## src/rtl/aos_sr_router_nway.sv

```systemverilog
// Purpose: single-level N-way soft-register router, host SoftReg port to NUM_APPS app ports.
// Latency: host req -> app req 2 cycles (empty FIFO, IDLE); app resp -> host resp 1 cycle.
// Backpressure: none upstream; requests arriving on a full ingress FIFO are dropped and counted.
// Ports: clk/rst_n; app_enable per-app gate; softreg_req/softreg_resp host side;
//        app_softreg_req/app_softreg_resp per-app side; busy = read outstanding;
//        drop_count/timeout_count/stray_count saturating diagnostics.

package aos_sr_router_pkg;
    typedef struct packed {
        logic        valid;
        logic        isWrite;
        logic [63:0] addr;
        logic [63:0] data;
    } SoftRegReq;

    typedef struct packed {
        logic        valid;
        logic [63:0] data;
    } SoftRegResp;
endpackage

// Purpose: generic show-ahead FIFO, head visible on dout whenever !empty.
// Latency: push visible at head the cycle after the write.
// Backpressure: push ignored when full, pop ignored when empty.
module aos_sr_fifo #(
    parameter int DW        = 8,
    parameter int LOG_DEPTH = 2
) (
    input  logic          clk,
    input  logic          rst_n,
    input  logic          push,
    input  logic [DW-1:0] din,
    input  logic          pop,
    output logic [DW-1:0] dout,
    output logic          full,
    output logic          empty
);
    localparam int DEPTH = 1 << LOG_DEPTH;

    logic [DW-1:0]        mem [DEPTH];
    logic [LOG_DEPTH-1:0] wr_ptr;
    logic [LOG_DEPTH-1:0] rd_ptr;
    logic [LOG_DEPTH:0]   count;
    logic                 push_ok;
    logic                 pop_ok;

    assign full    = (count == (LOG_DEPTH+1)'(DEPTH));
    assign empty   = (count == '0);
    assign push_ok = push && !full;
    assign pop_ok  = pop && !empty;
    assign dout    = mem[rd_ptr];

    always_ff @(posedge clk) begin
        if (push_ok) mem[wr_ptr] <= din;
    end

    always_ff @(posedge clk or negedge rst_n) begin
        if (!rst_n) begin
            wr_ptr <= '0;
            rd_ptr <= '0;
            count  <= '0;
        end else begin
            if (push_ok) wr_ptr <= wr_ptr + LOG_DEPTH'(1);
            if (pop_ok)  rd_ptr <= rd_ptr + LOG_DEPTH'(1);
            case ({push_ok, pop_ok})
                2'b10:   count <= count + (LOG_DEPTH+1)'(1);
                2'b01:   count <= count - (LOG_DEPTH+1)'(1);
                default: count <= count;
            endcase
        end
    end
endmodule

module aos_sr_router_nway
    import aos_sr_router_pkg::*;
#(
    parameter int          NUM_APPS           = 4,
    parameter int          SEL_LSB            = 3,
    parameter int          REQ_FIFO_LOG_DEPTH = 2,
    parameter int          TIMEOUT_CYCLES     = 1024,
    parameter logic [63:0] ERR_DATA           = 64'hDEAD_DEAD_DEAD_DEAD,
    parameter int          CNT_W              = 16
) (
    input  logic                clk,
    input  logic                rst_n,
    input  logic [NUM_APPS-1:0] app_enable,
    input  SoftRegReq           softreg_req,
    output SoftRegResp          softreg_resp,
    output SoftRegReq           app_softreg_req [NUM_APPS],
    input  SoftRegResp          app_softreg_resp [NUM_APPS],
    output logic                busy,
    output logic [CNT_W-1:0]    drop_count,
    output logic [CNT_W-1:0]    timeout_count,
    output logic [CNT_W-1:0]    stray_count
);
    localparam int SEL_W = (NUM_APPS > 1) ? $clog2(NUM_APPS) : 1;
    localparam int TMR_W = $clog2(TIMEOUT_CYCLES);
    localparam logic [TMR_W-1:0] TMR_LAST = TMR_W'(TIMEOUT_CYCLES - 1);
    localparam logic [63:0]      SEL_MASK = ((64'd1 << SEL_W) - 64'd1) << SEL_LSB;

    typedef enum logic {ST_IDLE, ST_WAIT} state_t;

    state_t           state_q, state_d;
    logic [SEL_W-1:0] idx_q, idx_d;
    logic [TMR_W-1:0] timer_q, timer_d;

    function automatic logic [CNT_W-1:0] sat_add(input logic [CNT_W-1:0] a,
                                                 input logic [CNT_W-1:0] b);
        logic [CNT_W:0] s;
        s = {1'b0, a} + {1'b0, b};
        return s[CNT_W] ? '1 : s[CNT_W-1:0];
    endfunction

    // Ingress FIFO
    SoftRegReq head;
    logic      fifo_full, fifo_empty, pop;

    aos_sr_fifo #(
        .DW        ($bits(SoftRegReq)),
        .LOG_DEPTH (REQ_FIFO_LOG_DEPTH)
    ) u_req_fifo (
        .clk   (clk),
        .rst_n (rst_n),
        .push  (softreg_req.valid),
        .din   (softreg_req),
        .pop   (pop),
        .dout  (head),
        .full  (fifo_full),
        .empty (fifo_empty)
    );

    // Decode. An index >= NUM_APPS matches no loop iteration, so head_legal
    // covers both the range check and the enable check.
    logic [SEL_W-1:0] head_idx;
    logic             head_legal;
    SoftRegReq        fwd_req;

    assign head_idx = head.addr[SEL_LSB +: SEL_W];

    always_comb begin
        head_legal = 1'b0;
        for (int j = 0; j < NUM_APPS; j++) begin
            if (head_idx == SEL_W'(j)) head_legal = app_enable[j];
        end
        fwd_req       = head;
        fwd_req.valid = 1'b1;
        fwd_req.addr  = head.addr & ~SEL_MASK;
    end

    // Awaited-response mux and stray detection
    SoftRegResp          awaited;
    logic [NUM_APPS-1:0] stray_vec;
    logic [CNT_W-1:0]    stray_inc;

    always_comb begin
        awaited   = '0;
        stray_vec = '0;
        stray_inc = '0;
        for (int j = 0; j < NUM_APPS; j++) begin
            if (idx_q == SEL_W'(j)) awaited = app_softreg_resp[j];
            stray_vec[j] = app_softreg_resp[j].valid &&
                           !(state_q == ST_WAIT && idx_q == SEL_W'(j));
            stray_inc = stray_inc + CNT_W'(stray_vec[j]);
        end
    end

    // FSM next state / outputs
    logic       fire;
    logic       drop_dec;
    logic       tmo;
    SoftRegResp resp_d;

    always_comb begin
        state_d  = state_q;
        idx_d    = idx_q;
        timer_d  = timer_q;
        pop      = 1'b0;
        fire     = 1'b0;
        drop_dec = 1'b0;
        tmo      = 1'b0;
        resp_d   = '0;
        case (state_q)
            ST_IDLE: begin
                if (!fifo_empty) begin
                    pop = 1'b1;
                    if (head_legal) begin
                        fire = 1'b1;
                        if (!head.isWrite) begin
                            state_d = ST_WAIT;
                            idx_d   = head_idx;
                            timer_d = '0;
                        end
                    end else begin
                        drop_dec = 1'b1;
                        if (!head.isWrite) begin
                            resp_d.valid = 1'b1;
                            resp_d.data  = ERR_DATA;
                        end
                    end
                end
            end
            ST_WAIT: begin
                // A response arriving on the last timer cycle still wins.
                if (awaited.valid) begin
                    resp_d.valid = 1'b1;
                    resp_d.data  = awaited.data;
                    state_d      = ST_IDLE;
                end else if (timer_q == TMR_LAST) begin
                    resp_d.valid = 1'b1;
                    resp_d.data  = ERR_DATA;
                    tmo          = 1'b1;
                    state_d      = ST_IDLE;
                end else begin
                    timer_d = timer_q + TMR_W'(1);
                end
            end
            default: state_d = ST_IDLE;
        endcase
    end

    logic [CNT_W-1:0] drop_inc;
    assign drop_inc = CNT_W'(softreg_req.valid && fifo_full) + CNT_W'(drop_dec);
    assign busy     = (state_q == ST_WAIT);

    always_ff @(posedge clk or negedge rst_n) begin
        if (!rst_n) begin
            state_q       <= ST_IDLE;
            idx_q         <= '0;
            timer_q       <= '0;
            softreg_resp  <= '0;
            drop_count    <= '0;
            timeout_count <= '0;
            stray_count   <= '0;
            for (int j = 0; j < NUM_APPS; j++) app_softreg_req[j] <= '0;
        end else begin
            state_q       <= state_d;
            idx_q         <= idx_d;
            timer_q       <= timer_d;
            softreg_resp  <= resp_d;
            drop_count    <= sat_add(drop_count, drop_inc);
            timeout_count <= sat_add(timeout_count, CNT_W'(tmo));
            stray_count   <= sat_add(stray_count, stray_inc);
            for (int j = 0; j < NUM_APPS; j++) begin
                app_softreg_req[j] <= (fire && head_idx == SEL_W'(j)) ? fwd_req : '0;
            end
        end
    end
endmodule

```

## config.mk

```make
export PLATFORM = sky130hd
export DESIGN_NAME = aos_sr_router_nway
export DESIGN_NICKNAME = d
export VERILOG_FILES = /design/src/rtl/aos_sr_router_nway.sv
export SDC_FILE = /design/constraint.sdc
export NUM_CORES = 1
export LEC_CHECK = 0
export CAP_MARGIN = 15
export CORE_AREA = 2 2 402 404
export DETAILED_ROUTE_END_ITERATION = 10
export DIE_AREA = 0 0 404 406
export HOLD_SLACK_MARGIN = 0.05
export SYNTH_ARGS = -nofsm -noshare
export SYNTH_HDL_FRONTEND = slang
export SYNTH_SLANG_ARGS = --single-unit
```

## constraint.sdc

```tcl
create_clock -name clk -period 9.7 [get_ports clk]
set_input_delay 0.97 -clock clk [delete_from_list [all_inputs] [get_ports clk]]
set_output_delay 0.97 -clock clk [all_outputs]
set_load 0.01 [all_outputs]
```

# Word-level counts from Yosys, hierarchy flattened
# Memory sizes are Yosys's and may differ from the RTL's.
# Index checks and enable logic that the tools add are counted.
[totals] word_cells=132 ram_bits=520 inputBits=396 latchBits=0 regBits=653 rom_bits=0 mem_count=1
[mem_list] memory="u_req_fifo.mem" words=4 word_bits=130 rd=1 rd_ports_with_merged_regs=0 wr=1 line_no="40" text="logic [DW-1:0] mem [DEPTH];"
[op_classes] mul=0 addsub=12 bitwise=3 magnitude_cmp=0 n_reduce_logical=27 eq_ne=15 shift=0 n_div=0 muxes=47
[op_table] op="two-way mux 65 bit" n=9
[op_table] op="two-way mux 130 bit" n=4
[op_table] op="case mux 65 bit (2 select lines)" n=1
[op_table] op="two-way mux 10 bit" n=5
[op_table] op="two-way mux 16 bit" n=3
[op_table] op="two-way mux 1 bit" n=22
[op_table] op="case mux 10 bit (2 select lines)" n=1
[op_table] op="adder 16 x 1 -> 17 bit" n=1
[op_table] op="adder 16 x 2 -> 17 bit" n=1
[op_table] op="adder 16 x 4 -> 17 bit" n=1
[op_table] op="logical AND 1 bit" n=15
[op_table] op="adder 10 x 1 -> 10 bit, second input constant" n=1
[op_table] op="equality test 10 bit, second input constant" n=1
[op_table] op="equality test 2 bit, second input constant" n=5
[op_table] op="!= test 2 bit, second input constant" n=5
[op_table] op="equality test 2 x 1 -> 1 bit, second input constant" n=3
[op_table] op="zero test 1 bit" n=6
[op_table] op="case mux 3 bit (2 select lines)" n=1
[op_table] op="AND reduction 5 bit" n=1
[op_table] op="adder 1 x 1 -> 2 bit" n=2
[op_table] op="adder 2 x 1 -> 2 bit, second input constant" n=2
[op_table] op="adder 3 x 1 -> 4 bit" n=1
[op_table] op="zero test 2 bit" n=2
[op_table] op="AND reduction 4 bit" n=1
[op_table] op="8 further kinds" n=10

# Logic depth before layout (Yosys ltp)
# Gate-level depths: netlist of the first run.
# An unclocked memory read counts as a cell.
[depth] ltp_word=12 depth_mapped=13 ltp_nobuf=11

# Cells and area by module
# Synthesis of the first run repeated with hierarchy kept, for this count alone.
[unflattened] hier_cells=2403 area_unflattened_um2=42442.0
[modules_own_cells] module="aos_sr_router_nway" area_each_um2=23264.8 instances=1 cells_each=1685
[modules_own_cells] module="aos_sr_fifo" area_each_um2=19177.1 instances=1 cells_each=718

# Worst setup path after synthesis of the first run
# OpenSTA, ideal clock, no wires.
[synth_path] kind="in2reg" startpoint="input port softreg_req[129] (netlist bit)" endpoint="memory u_req_fifo.mem[0][0] (netlist bit) (enable)" n_path_buf=0 t_arrival_ns=4.354 setup_ns=0.503 setup_slack_ns=4.842 cell_stages=2 required_ns=9.197 cell_sequence="a21boi_1 > and2_1"
[synth_between] elab_chain_len=3
[synth_lines] item="from (decl)" line_no="87" text="input SoftRegReq softreg_req,"
[synth_lines] item="logical AND 1 bit" line_no="49" text="assign push_ok = push && !full;"
[synth_lines] item="two-way mux 1 bit" line_no="54" text="if (push_ok) mem[wr_ptr] <= din;"
[synth_lines] item="two-way mux 1 bit (implied by the code)" line_no="54"
[synth_lines] item="to (decl)" line_no="40"
# No other way between the ends.

# Worst setup path in the final report of the first run
[layout_path] startpoint="register idx_q[0]" endpoint="register stray_count[4]"
[layout_between] elab_chain_len=9
[layout_lines] item="from (decl)" line_no="104" text="logic [SEL_W-1:0] idx_q, idx_d;"
[layout_lines] item="from (signal assigned)" line_no="237" text="idx_q <= idx_d;"
[layout_lines] item="equality test 2 x 1 -> 1 bit / zero test 2 bit (equally long branches)" line_no="162" text="!(state_q == ST_WAIT && idx_q == SEL_W'(j));"
[layout_lines] item="logical AND 1 bit" line_no="162"
[layout_lines] item="zero test 1 bit" line_no="162"
[layout_lines] item="logical AND 1 bit" line_no="161" text="stray_vec[j] = app_softreg_resp[j].valid &&"
[layout_lines] item="adder 1 x 1 -> 2 bit" line_no="163" text="stray_inc = stray_inc + CNT_W'(stray_vec[j]);"
[layout_lines] item="adder 2 x 1 -> 3 bit" line_no="163"
[layout_lines] item="adder 3 x 1 -> 4 bit (*)" line_no="163"
[layout_lines] item="adder 16 x 4 -> 17 bit (*)" line_no="110" text="s = {1'b0, a} + {1'b0, b};"
[layout_lines] item="two-way mux 16 bit (*)" line_no="111" text="return s[CNT_W] ? '1 : s[CNT_W-1:0];"
[layout_lines] item="to (signal assigned)" line_no="242" text="stray_count <= sat_add(stray_count, stray_inc);"
[layout_lines] item="to (decl)" line_no="94" text="output logic [CNT_W-1:0] stray_count"
# Mark *: on every way between the ends. The rest lies on a longest branch, timed or not.
# A chain may end at the register's enable or synchronous reset.

==> results of run 1 <==
==> critical path, delay by kind of cell (launching register included) <==
family / cells / cell delay (ns)
flops: 1 / 0.81
simple gates: 4 / 0.84
compound gates: 2 / 0.44
fa+ha+maj: 3 / 1.45
buf+inv: 2 / 0.81
==> state kept, by name, summed over array words and instances, names as in the netlist <==
| register | flops |
|---|---|
| idx_q | 2 |
| u_req_fifo.wr_ptr | 2 |
| u_req_fifo.rd_ptr | 2 |
| timer_q | 10 |
| softreg_resp | 65 |
| busy | 1 |
| u_req_fifo.count | 3 |
| u_req_fifo.mem | 516 |
| drop_count | 16 |
| timeout_count | 16 |
| stray_count | 16 |
| app_softreg_req | 512 |
==> per-layer routing <==
metal / up-vias / global-route usage
li1: 10600 / -
met5: - / 0
met4: 50 / 0.0828
met3: 269 / 0.0631
met1: 12700 / 0.177
met2: 880 / 0.306
==> cells by family (layout without fill, tap and decap cells) <==
| logic type | Yosys count | in the layout | share of synthesized area |
|---|---|---|---|
| flops | 1161 | 1161 | 0.752 |
| compound gates | 37 | 37 | 0.00544 |
| simple gates | 781 | 781 | 0.107 |
| other cells | 1 | 43 | 0.0000892 |
| xor+xnor | 39 | 39 | 0.00812 |
| mux | 208 | 208 | 0.107 |
| buf+inv | 139 | 1299 | 0.0151 |
| fa+ha+maj | 15 | 15 | 0.00535 |
==> how the worst max path moves through the flow <==
stage	endpoint	slack (ns)	startpoint	cells past startpoint
detailed placement	stray_count[4]	5.11	idx_q[0]	11
global placement	stray_count[4]	5.11	idx_q[0]	11
finish	stray_count[4]	5.20	idx_q[0]	11
floorplan	u_req_fifo.mem[0][0]	4.84	softreg_req[129]	2
CTS	stray_count[0]	5.11	idx_q[0]	11
global route	stray_count[0]	4.68	idx_q[0]	11
==> metrics by stage <==
| stage | worst slack, ns | instance area [µm²] | cells | hold WS [ns] |
|---|---|---|---|---|
| final | 5.20 | 59200 | 5669 | 0.253 |
| after detailed placement | 5.11 | 54700 | 5397 | 0.496 |
| after CTS | 5.11 | 59100 | 5634 | 0.199 |
| after floorplan | 4.84 | 42100 | 2388 | 0.472 |
| after global placement | 5.11 | 54700 | 5397 | 0.489 |
| after global routing | 4.68 | 59100 | 5661 | 0.246 |
==> Yosys cell counts (all sizes together) (9+ instances only) <==
| library cell | n | area (µm²) |
|---|---|---|
| dfrtp | 645 | 16100 |
| and2 | 516 | 3230 |
| edfxtp | 516 | 15500 |
| mux4 | 193 | 4350 |
| nand2 | 135 | 507 |
| clkbuf | 81 | 322 |
| buf | 46 | 269 |
| and3 | 33 | 206 |
| nand3 | 29 | 145 |
| xor2 | 26 | 228 |
| nor2 | 24 | 92.6 |
| o21ai | 15 | 75.1 |
| xnor2 | 13 | 114 |
| inv | 12 | 45.0 |
| ha | 10 | 125 |
| nand4 | 10 | 62.6 |
| a21oi | 9 | 56.3 |
| mux2 | 9 | 105 |
| nand2b | 9 | 56.3 |
==> cell type report <==
type	instances	area, µm²
well taps	2086	2610
clock buffers	188	3690
multi-input cells	1088	9850
clock inverters	49	722
inverters	12	45.0
fillers	15000	100000
repair buffers	1050	10500
diodes	35	87.6
flip-flops and latches	1161	31700
==> power by group through the flow <==
stage	clock network [W]	logic, W	registers (W)
after floorplan	0	0.00214	0.00687
after global placement	0	0.00500	0.00667
after detailed placement	0	0.00501	0.00670
after CTS	0.00509	0.00503	0.00662
after global routing	0.00527	0.00523	0.00670
final	0.00495	0.00488	0.00660
==> placed cells by master (no fill, tap or decap), drive strengths merged, types with 2 or more instances in the layout <==
master,count
a21oi,9
a31oi,6
and2,516
and3,33
and4,5
buf,30
bufinv,5
clkbuf,188
clkdlybuf4s50,1020
clkinv,39
conb,8
dfrtp,645
diode,35
edfxtp,516
fa,5
ha,10
inv,16
mux2,9
mux2i,6
mux4,193
nand2,135
nand2b,9
nand3,29
nand4,10
nor2,24
nor2b,5
nor3,5
nor3b,2
o21a,2
o21ai,15
or3,5
xnor2,13
xor2,26
==> impl_metrics.py, run 1 <==
metrics = {
    "outcome": {
        "outcome": "finished clean",
    },
    "cells_and_area": {
        "layout.nets": 3855,
        "syn2layout_area_growth_pct": 40.7,
        "finish.utilization": 0.371,
        "drive_gt1_frac": 0.124,
    },
    "routing": {
        "ant_nets": 0,
        "avgRoutedWirePerCell_um": 25.2,
        "highest_layer": "met5",
        "metal1_wirelength_um": 49300,
        "metal2_wl_um": 75600,
        "vias_after_detailed_routing": 24500,
        "dr.pass1.iters": 4,
        "met3RoutedLength_um": 11400,
        "drt-vias-per-instance": 4.32,
        "drcViolationCount": 0,
        "detail_route.wirelength_um": 143000,
        "dr.first_iter.drc_count": 1467,
    },
    "setup_path": {
        "crit_required_ns": 10.33,
        "crit-reg2reg-launch": "idx_q[0]",
        "r2r-end": "stray_count[4]",
        "crit_path_cell_trace": "buf_4, o21ai_0, fa_1, inv_1, fa_1, fa_1, nand4_1, nor3_1, and2_1, nand4_1, o21ai_0",
        "r2r_slack_ns": 5.20,
        "worst_path_most_repeated_cell": "fa_1",
        "setup.worst_path.start_class": "register",
        "critical_path.endpoint_type": "register",
        "reg2regPathDepth": 11,
        "criticalPathCategory": "register to register",
        "worst_path_cell_with_the_longest_stage_delay": "dfrtp_4",
        "cp.arrival_ns": 5.12,
        "critPathMaxStageDelay_ns": 0.81,
        "critPathMaxFanout": 42,
    },
    "yosys": {
        "syn_area_mm2": 0.0421,
        "ys_seq_elements": 1161,
        "share_of_synthesized_area_occupied_by_flip_flops_and_latches": 0.752,
        "edff_count_synth": 516,
        "yosysWarnings": 0,
        "syn_avg_cell_area_um2": 17.7,
        "ys_async_sr_fraction": 0.556,
        "synth_ff_type": "dfrtp_1",
        "post_synthesis_cell_type_count": 46,
        "postSynthCellCount": 2381,
    },
    "sta": {
        "timing.final.setup_violations": 0,
        "post-route-period-util": 0.463,
        "timing.final.crit_period_ns": 4.50,
        "number_of_pins_exceeding_their_max_slew_limit_in_the_final_report": 0,
        "slew_headroom": 0.294,
        "timing.final.hold_violations": 0,
        "timing.setup.tns_ns": 0,
        "skew_ns": 0.0564,
        "maxClockFrequency_ghz": 0.222,
        "grt_setup_unrepaired": "no",
        "worst-slew-pin-transition_ns": 1.06,
    },
    "global_route": {
        "global_routing_usage_summed_across_all_routing_layers": 0.171,
        "grt_first_pass_wirelength_um": 198000,
        "pin_count_of_the_biggest_net_entering_global_routing": 139,
        "first_global_vias": 25800,
        "antenna_found_initial": 82,
        "grt_overflow": 0,
    },
    "clock_tree": {
        "cts.repair_timing.setup_buffer_count": 0,
        "cts_tree": "yes",
        "htree_num_levels": 4,
        "cts.repair.resized": 0,
        "cts-root-to-sink-buffers": 3,
        "clock_sink_count": 1161,
        "clock-root-buffer": "clkbuf_16",
        "cts_buffers": 131,
        "latest_clock_arrival_within_the_worst_skew_pair_ns": 0.78,
        "post_cts_hold_buffer_count": 0,
        "clkTransAtPathRegs_ns": 0.06,
    },
    "power": {
        "share_comb_of_total_power": 0.297,
        "post-layout-total-power_w": 0.0164,
        "vdd_drop_max_mv": 0.200,
        "power_density_mw_per_mm2": 278,
        "leakagePower_nw": 23.6,
        "cell_internal_pwr_w": 0.0113,
        "seq_power_share": 0.402,
        "p_clk_frac": 0.301,
        "net-switching-power_w": 0.00517,
        "p_sw_frac": 0.315,
    },
    "die": {
        "fp.dieW_um": 404,
        "top_level_ports": 1030,
        "die_area_mm2": 0.164,
        "standard_cell_row_count": 147,
        "die_h_um": 406,
        "floorplan.initialDensity": 0.263,
        "placeableCoreArea_mm2": 0.160,
    },
    "hold_path": {
        "hp-class": "primary input to async pin",
    },
    "placement": {
        "place.port_buffers": 1021,
        "gp_routability_congestion": 0.823,
        "dp.final_hpwl_um": 104000,
    },
    "job": {
        "maxcap_violations": 0,
    },
}
No activity file was read; power rests on OpenSTA's default activity.
==> run 2, diff against run 1 <==
==> constraint.sdc (replaced) <==
create_clock -name clk -period 4.2 [get_ports clk]
set_input_delay 0.42 -clock clk [delete_from_list [all_inputs] [get_ports clk]]
set_output_delay 0.42 -clock clk [all_outputs]
set_load 0.01 [all_outputs]
==> impl_metrics.py, run 2 (synthesis results as in run 1) <==
metrics = {
    "routing": {
        "vias_after_detailed_routing": 24400,
        "avgRoutedWirePerCell_um": 24.4,
        "dr.first_iter.drc_count": 1503,
        "metal2_wl_um": 73400,
        "detail_route.wirelength_um": 138000,
        "met3RoutedLength_um": 10400,
        "dr.pass1.iters": 5,
        "highest_layer": "met5",
        "drt-vias-per-instance": 4.30,
        "metal1_wirelength_um": 49500,
        "drcViolationCount": 0,
        "ant_nets": 0,
    },
    "power": {
        "post-layout-total-power_w": 0.0373,
        "power_density_mw_per_mm2": 631,
        "seq_power_share": 0.406,
        "share_comb_of_total_power": 0.307,
        "leakagePower_nw": 23.7,
        "p_clk_frac": 0.287,
        "cell_internal_pwr_w": 0.0258,
        "p_sw_frac": 0.309,
        "net-switching-power_w": 0.0115,
        "vdd_drop_max_mv": 0.715,
    },
    "cells_and_area": {
        "design_area_mm2": 0.0592,
        "regMostFlops": "u_req_fifo.mem",
        "syn2layout_area_growth_pct": 40.7,
        "layoutNonFillerInstCount": 5673,
        "layout_common_cells": "clkdlybuf4s50_1 (1020), dfrtp_1 (641), edfxtp_1 (516)",
        "layout.nets": 3874,
        "largestRegisters": "u_req_fifo.mem (516), app_softreg_req (512), softreg_resp (65)",
        "layout_commonest_cell": "clkdlybuf4s50_1",
        "drive_gt1_frac": 0.132,
        "largest_register_ff_count": 516,
    },
    "global_route": {
        "grt_overflow": 0,
        "antenna_found_initial": 52,
        "grt_first_pass_wirelength_um": 193000,
        "first_global_vias": 25800,
        "global_routing_usage_summed_across_all_routing_layers": 0.165,
        "pin_count_of_the_biggest_net_entering_global_routing": 129,
    },
    "sta": {
        "worst-slew-pin-transition_ns": 1.19,
        "maxClockFrequency_ghz": 0.272,
        "slew_headroom": 0.206,
        "timing.setup.tns_ns": 0,
        "timing.hold.ws_ns": 0.307,
        "timing.final.setup_violations": 0,
        "timing.final.hold_violations": 0,
        "timing.final.crit_period_ns": 3.68,
        "grt_setup_unrepaired": "no",
        "number_of_pins_exceeding_their_max_slew_limit_in_the_final_report": 0,
        "skew_ns": 0.0302,
        "post-route-period-util": 0.877,
    },
    "setup_path": {
        "setup.worst_path.start_class": "register",
        "critPathMaxStageDelay_ns": 0.62,
        "worst_path_most_repeated_cell": "fa_1",
        "crit_required_ns": 4.85,
        "largest_delay_share_family_worst_path": "simple AND/OR/NAND/NOR gates",
        "critical_path.endpoint_type": "register",
        "crit_path_cell_trace": "nand2b_1, o21ai_0, fa_1, inv_1, fa_1, fa_1, nand4_1, nor3_1, and2_1, nand4_1, nand2b_1",
        "cp.arrival_ns": 4.34,
        "criticalPathCategory": "register to register",
        "reg2regPathDepth": 11,
        "r2r-end": "stray_count[0]",
        "critPathMaxFanout": 19,
        "r2r_slack_ns": 0.52,
        "worstPathBufferInverterCount": 1,
        "worst_path_cell_with_the_longest_stage_delay": "dfrtp_4",
        "crit-reg2reg-launch": "idx_q[1]",
    },
    "hold_path": {
        "hp-class": "primary input to register",
        "timing.hold.worst.start": "softreg_req[43]",
        "min_delay_path_depth": 1,
        "min_to": "u_req_fifo.mem[3][43]",
    },
    "clock_tree": {
        "clock_sink_count": 1161,
        "htree_num_levels": 3,
        "cts-root-to-sink-buffers": 3,
        "cts_buffers": 119,
        "clock-root-buffer": "clkbuf_16",
        "cts.repair_timing.setup_buffer_count": 0,
        "clkTransAtPathRegs_ns": 0.07,
        "latest_clock_arrival_within_the_worst_skew_pair_ns": 0.75,
        "cts_tree": "yes",
        "cts.repair.resized": 0,
    },
    "die": {
        "placeableCoreArea_mm2": 0.160,
        "die_area_mm2": 0.164,
        "die_h_um": 406,
        "fp.dieW_um": 404,
        "floorplan.initialDensity": 0.263,
        "standard_cell_row_count": 147,
        "top_level_ports": 1030,
    },
    "job": {
        "maxcap_violations": 0,
    },
    "placement": {
        "dp.final_hpwl_um": 101000,
        "dp.cells": 5427,
        "dpl-instance-area_mm2": 0.0551,
        "place.port_buffers": 1021,
        "gp_routability_congestion": 0.856,
    },
    "outcome": {
        "outcome": "finished clean",
    },
}
==> run 2: final cells by class <==
cell class	instances	area, µm²
Inverter	12	45.0
Sequential cell	1161	31700
Multi-Input combinational cell	1088	9850
Fill cell	15000	100000
Clock buffer	177	3490
Tap cell	2086	2610
Timing Repair Buffer	1081	11000
Antenna cell	18	45.0
Clock inverter	50	551
==> run 2: worst max-delay path by stage <==
stage,start,to,slack [ns],depth (start not counted)
after global placement,app_softreg_resp[129],stray_count[4],0.54,11
after detailed placement,app_softreg_resp[129],stray_count[4],0.54,11
after floorplan,idx_q[0],stray_count[10],0.76,13
final,idx_q[1],stray_count[0],0.52,11
after global routing,busy,stray_count[0],0.18,11
after CTS,idx_q[1],stray_count[0],0.52,11
==> run 2: routing by layer <==
metal  track usage  vias up
met3        0.0515      230
met1         0.179    12600
met4        0.0666       38
li1              -    10600
met5             0        -
met2         0.296      842
==> run 2: power groups by stage <==
stage	logic [W]	clock network [W]	registers [W]
final	0.0115	0.0107	0.0151
after floorplan	0.00495	0	0.0158
after detailed placement	0.0118	0	0.0154
after CTS	0.0118	0.0110	0.0152
after global placement	0.0118	0	0.0153
after global routing	0.0123	0.0115	0.0153
==> run 2: what timing repair did <==
item / in CTS / in global routing
endpoints found under the hold margin: 69 / 0
endpoints found under the setup margin: 0 / 0
hold buffers: 1 / 0
==> run 2: through the flow <==
step,util,setup WS [ns]
after floorplan,-,0.760
after global placement,0.345,0.536
after detailed placement,0.345,0.544
after CTS,0.370,0.520
after global routing,0.371,0.185
final,0.371,0.517
==> run 3, diff against run 2 <==
--- a/config.mk
+++ b/config.mk
@@ -9,7 +9,6 @@
 export CORE_AREA = 2 2 402 404
 export DETAILED_ROUTE_END_ITERATION = 10
 export DIE_AREA = 0 0 404 406
-export HOLD_SLACK_MARGIN = 0.05
 export SYNTH_ARGS = -nofsm -noshare
 export SYNTH_HDL_FRONTEND = slang
 export SYNTH_SLANG_ARGS = --single-unit
==> constraint.sdc (replaced) <==
create_clock -name clk -period 4.56 [get_ports clk]
set_input_delay 0.456 -clock clk [delete_from_list [all_inputs] [get_ports clk]]
set_output_delay 0.456 -clock clk [all_outputs]
set_load 0.01 [all_outputs]
==> impl_metrics.py, run 3 (synthesis results as in run 1) <==
metrics = {
    "outcome": {
        "outcome": "finished clean",
    },
    "sta": {
        "grt_setup_unrepaired": "no",
        "timing.final.setup_violations": 0,
        "number_of_pins_exceeding_their_max_slew_limit_in_the_final_report": 0,
        "timing.setup.tns_ns": 0,
        "maxClockFrequency_ghz": 0.274,
        "timing.hold.ws_ns": 0.326,
        "slew_headroom": 0.268,
        "post-route-period-util": 0.799,
        "timing.final.hold_violations": 0,
        "timing.final.crit_period_ns": 3.64,
        "worst-slew-pin-transition_ns": 1.10,
        "skew_ns": 0.0709,
    },
    "hold_path": {
        "hp-class": "primary input to register",
        "timing.hold.worst.start": "softreg_req[49]",
        "min_delay_path_depth": 1,
        "min_to": "u_req_fifo.mem[3][49]",
    },
    "routing": {
        "dr.first_iter.drc_count": 1367,
        "vias_after_detailed_routing": 24600,
        "drt-vias-per-instance": 4.33,
        "drcViolationCount": 0,
        "ant_nets": 0,
        "dr.pass1.iters": 5,
        "detail_route.wirelength_um": 144000,
        "avgRoutedWirePerCell_um": 25.3,
    },
    "power": {
        "share_comb_of_total_power": 0.307,
        "power_density_mw_per_mm2": 584,
        "p_clk_frac": 0.292,
        "p_sw_frac": 0.311,
        "post-layout-total-power_w": 0.0346,
        "leakagePower_nw": 23.7,
        "cell_internal_pwr_w": 0.0238,
        "vdd_drop_max_mv": 0.498,
        "seq_power_share": 0.401,
        "net-switching-power_w": 0.0108,
    },
    "clock_tree": {
        "clock-root-buffer": "clkbuf_16",
        "cts-root-to-sink-buffers": 3,
        "cts_buffers": 121,
        "clkTransAtPathRegs_ns": 0.06,
        "htree_num_levels": 3,
        "clock_sink_count": 1161,
        "cts_tree": "yes",
        "latest_clock_arrival_within_the_worst_skew_pair_ns": 0.76,
    },
    "die": {
        "top_level_ports": 1030,
        "die_h_um": 406,
        "floorplan.initialDensity": 0.263,
        "fp.dieW_um": 404,
        "standard_cell_row_count": 147,
        "die_area_mm2": 0.164,
        "placeableCoreArea_mm2": 0.160,
    },
    "setup_path": {
        "crit_path_cell_trace": "nand2_1, o21ai_0, fa_1, inv_1, fa_1, fa_1, nand4_1, nor3_1, and2_1, nand4_1, nand2b_1",
        "worst_path_most_repeated_cell": "fa_1",
        "crit_required_ns": 5.23,
        "cp.arrival_ns": 4.32,
        "worstPathBufferInverterCount": 1,
        "critPathMaxStageDelay_ns": 0.64,
        "critPathMaxFanout": 18,
        "critical_path.endpoint_type": "register",
        "critical_path.startpoint": "busy",
        "setup.worst_path.start_class": "register",
        "r2r_slack_ns": 0.92,
        "crit-reg2reg-launch": "busy",
        "reg2regPathDepth": 11,
        "r2r-end": "stray_count[1]",
        "largest_delay_share_family_worst_path": "simple AND/OR/NAND/NOR gates",
        "worst_path_cell_with_the_longest_stage_delay": "dfrtp_1",
        "criticalPathCategory": "register to register",
    },
    "cells_and_area": {
        "layout_common_cells": "clkdlybuf4s50_1 (1020), dfrtp_1 (641), edfxtp_1 (516)",
        "multi_input_area_mm2": 0.00985,
        "drive_gt1_frac": 0.130,
        "design_area_mm2": 0.0592,
        "regArea_mm2": 0.0317,
        "nFillCells": 15000,
        "syn2layout_area_growth_pct": 40.7,
        "largestRegisters": "u_req_fifo.mem (516), app_softreg_req (512), softreg_resp (65)",
        "layout_commonest_cell": "clkdlybuf4s50_1",
        "largest_register_ff_count": 516,
        "finish.utilization": 0.371,
        "regMostFlops": "u_req_fifo.mem",
        "layout.nets": 3862,
    },
    "global_route": {
        "first_global_vias": 25800,
        "pin_count_of_the_biggest_net_entering_global_routing": 129,
        "grt_first_pass_wirelength_um": 199000,
        "antenna_found_initial": 72,
        "grt_overflow": 0,
        "global_routing_usage_summed_across_all_routing_layers": 0.172,
    },
    "placement": {
        "dpl-instance-area_mm2": 0.0549,
        "dp.final_hpwl_um": 105000,
        "place.port_buffers": 1021,
        "gp_routability_congestion": 0.838,
    },
    "job": {
        "maxcap_violations": 0,
    },
}
run 3: cell types whose count changed in the layout (fill, tap and decap cells not counted), sizes merged:
cell and delta:
clkbuf +2, bufinv -1, inv +2, clkinvlp +1
diode +17, buf -14
run 3: cell type report:
cell class / count / area share
diodes: 35 / 0.00148
clock buffers: 179 / 0.0606
clock inverters: 52 / 0.00958
inverters: 12 / 0.000761
multi-input cells: 1088 / 0.166
flip-flops and latches: 1161 / 0.535
well taps: 2086 / 0.0441
repair buffers: 1067 / 0.182
run 3: power groups by stage:
stage                     sequential [W]  clock, W  combinational [W]
after global routing              0.0141    0.0108             0.0114
after floorplan                   0.0146         0            0.00455
after detailed placement          0.0141         0             0.0109
after CTS                         0.0139    0.0104             0.0109
after global placement            0.0140         0             0.0108
final                             0.0139    0.0101             0.0106
run 3: worst max-delay path by stage:
stage / end / slack, ns / depth (start not counted)
after global routing: stray_count[4] / 0.54 / 11
after CTS: stray_count[1] / 0.92 / 11
final: stray_count[1] / 0.92 / 11
after floorplan: u_req_fifo.mem[2][0] / 0.22 / 2
after global placement: stray_count[4] / 0.77 / 11
after detailed placement: stray_count[4] / 0.81 / 11
run 3: through the flow:
step	worst slack, ns	std cells
global placement	0.766	5413
floorplan	0.216	2388
CTS	0.916	5645
detailed placement	0.813	5413
global route	0.541	5673
finish	0.916	5680
run 3: repair_timing:
action                    CTS  global route
hold endpoints to repair   74             0
setup buffers               0             0
hold buffers                1             0
gates resized for setup     0             0
run 3: per-layer routing:
metal	up-vias	GRT usage	wire, µm
li1	10600	-	-
met1	12700	0.178	49500
met2	906	0.306	76800
met3	272	0.0583	11500
met4	44	0.0911	5800
met5	-	0	279
run 3: worst register-to-register path, delay by kind of cell, from the launching register on:
kind	cells	cell delay (ns)
buf+inv	1	0.09
compound gates	1	0.28
simple gates	6	1.63
fa+ha+maj	3	0.93
flops	1	0.64
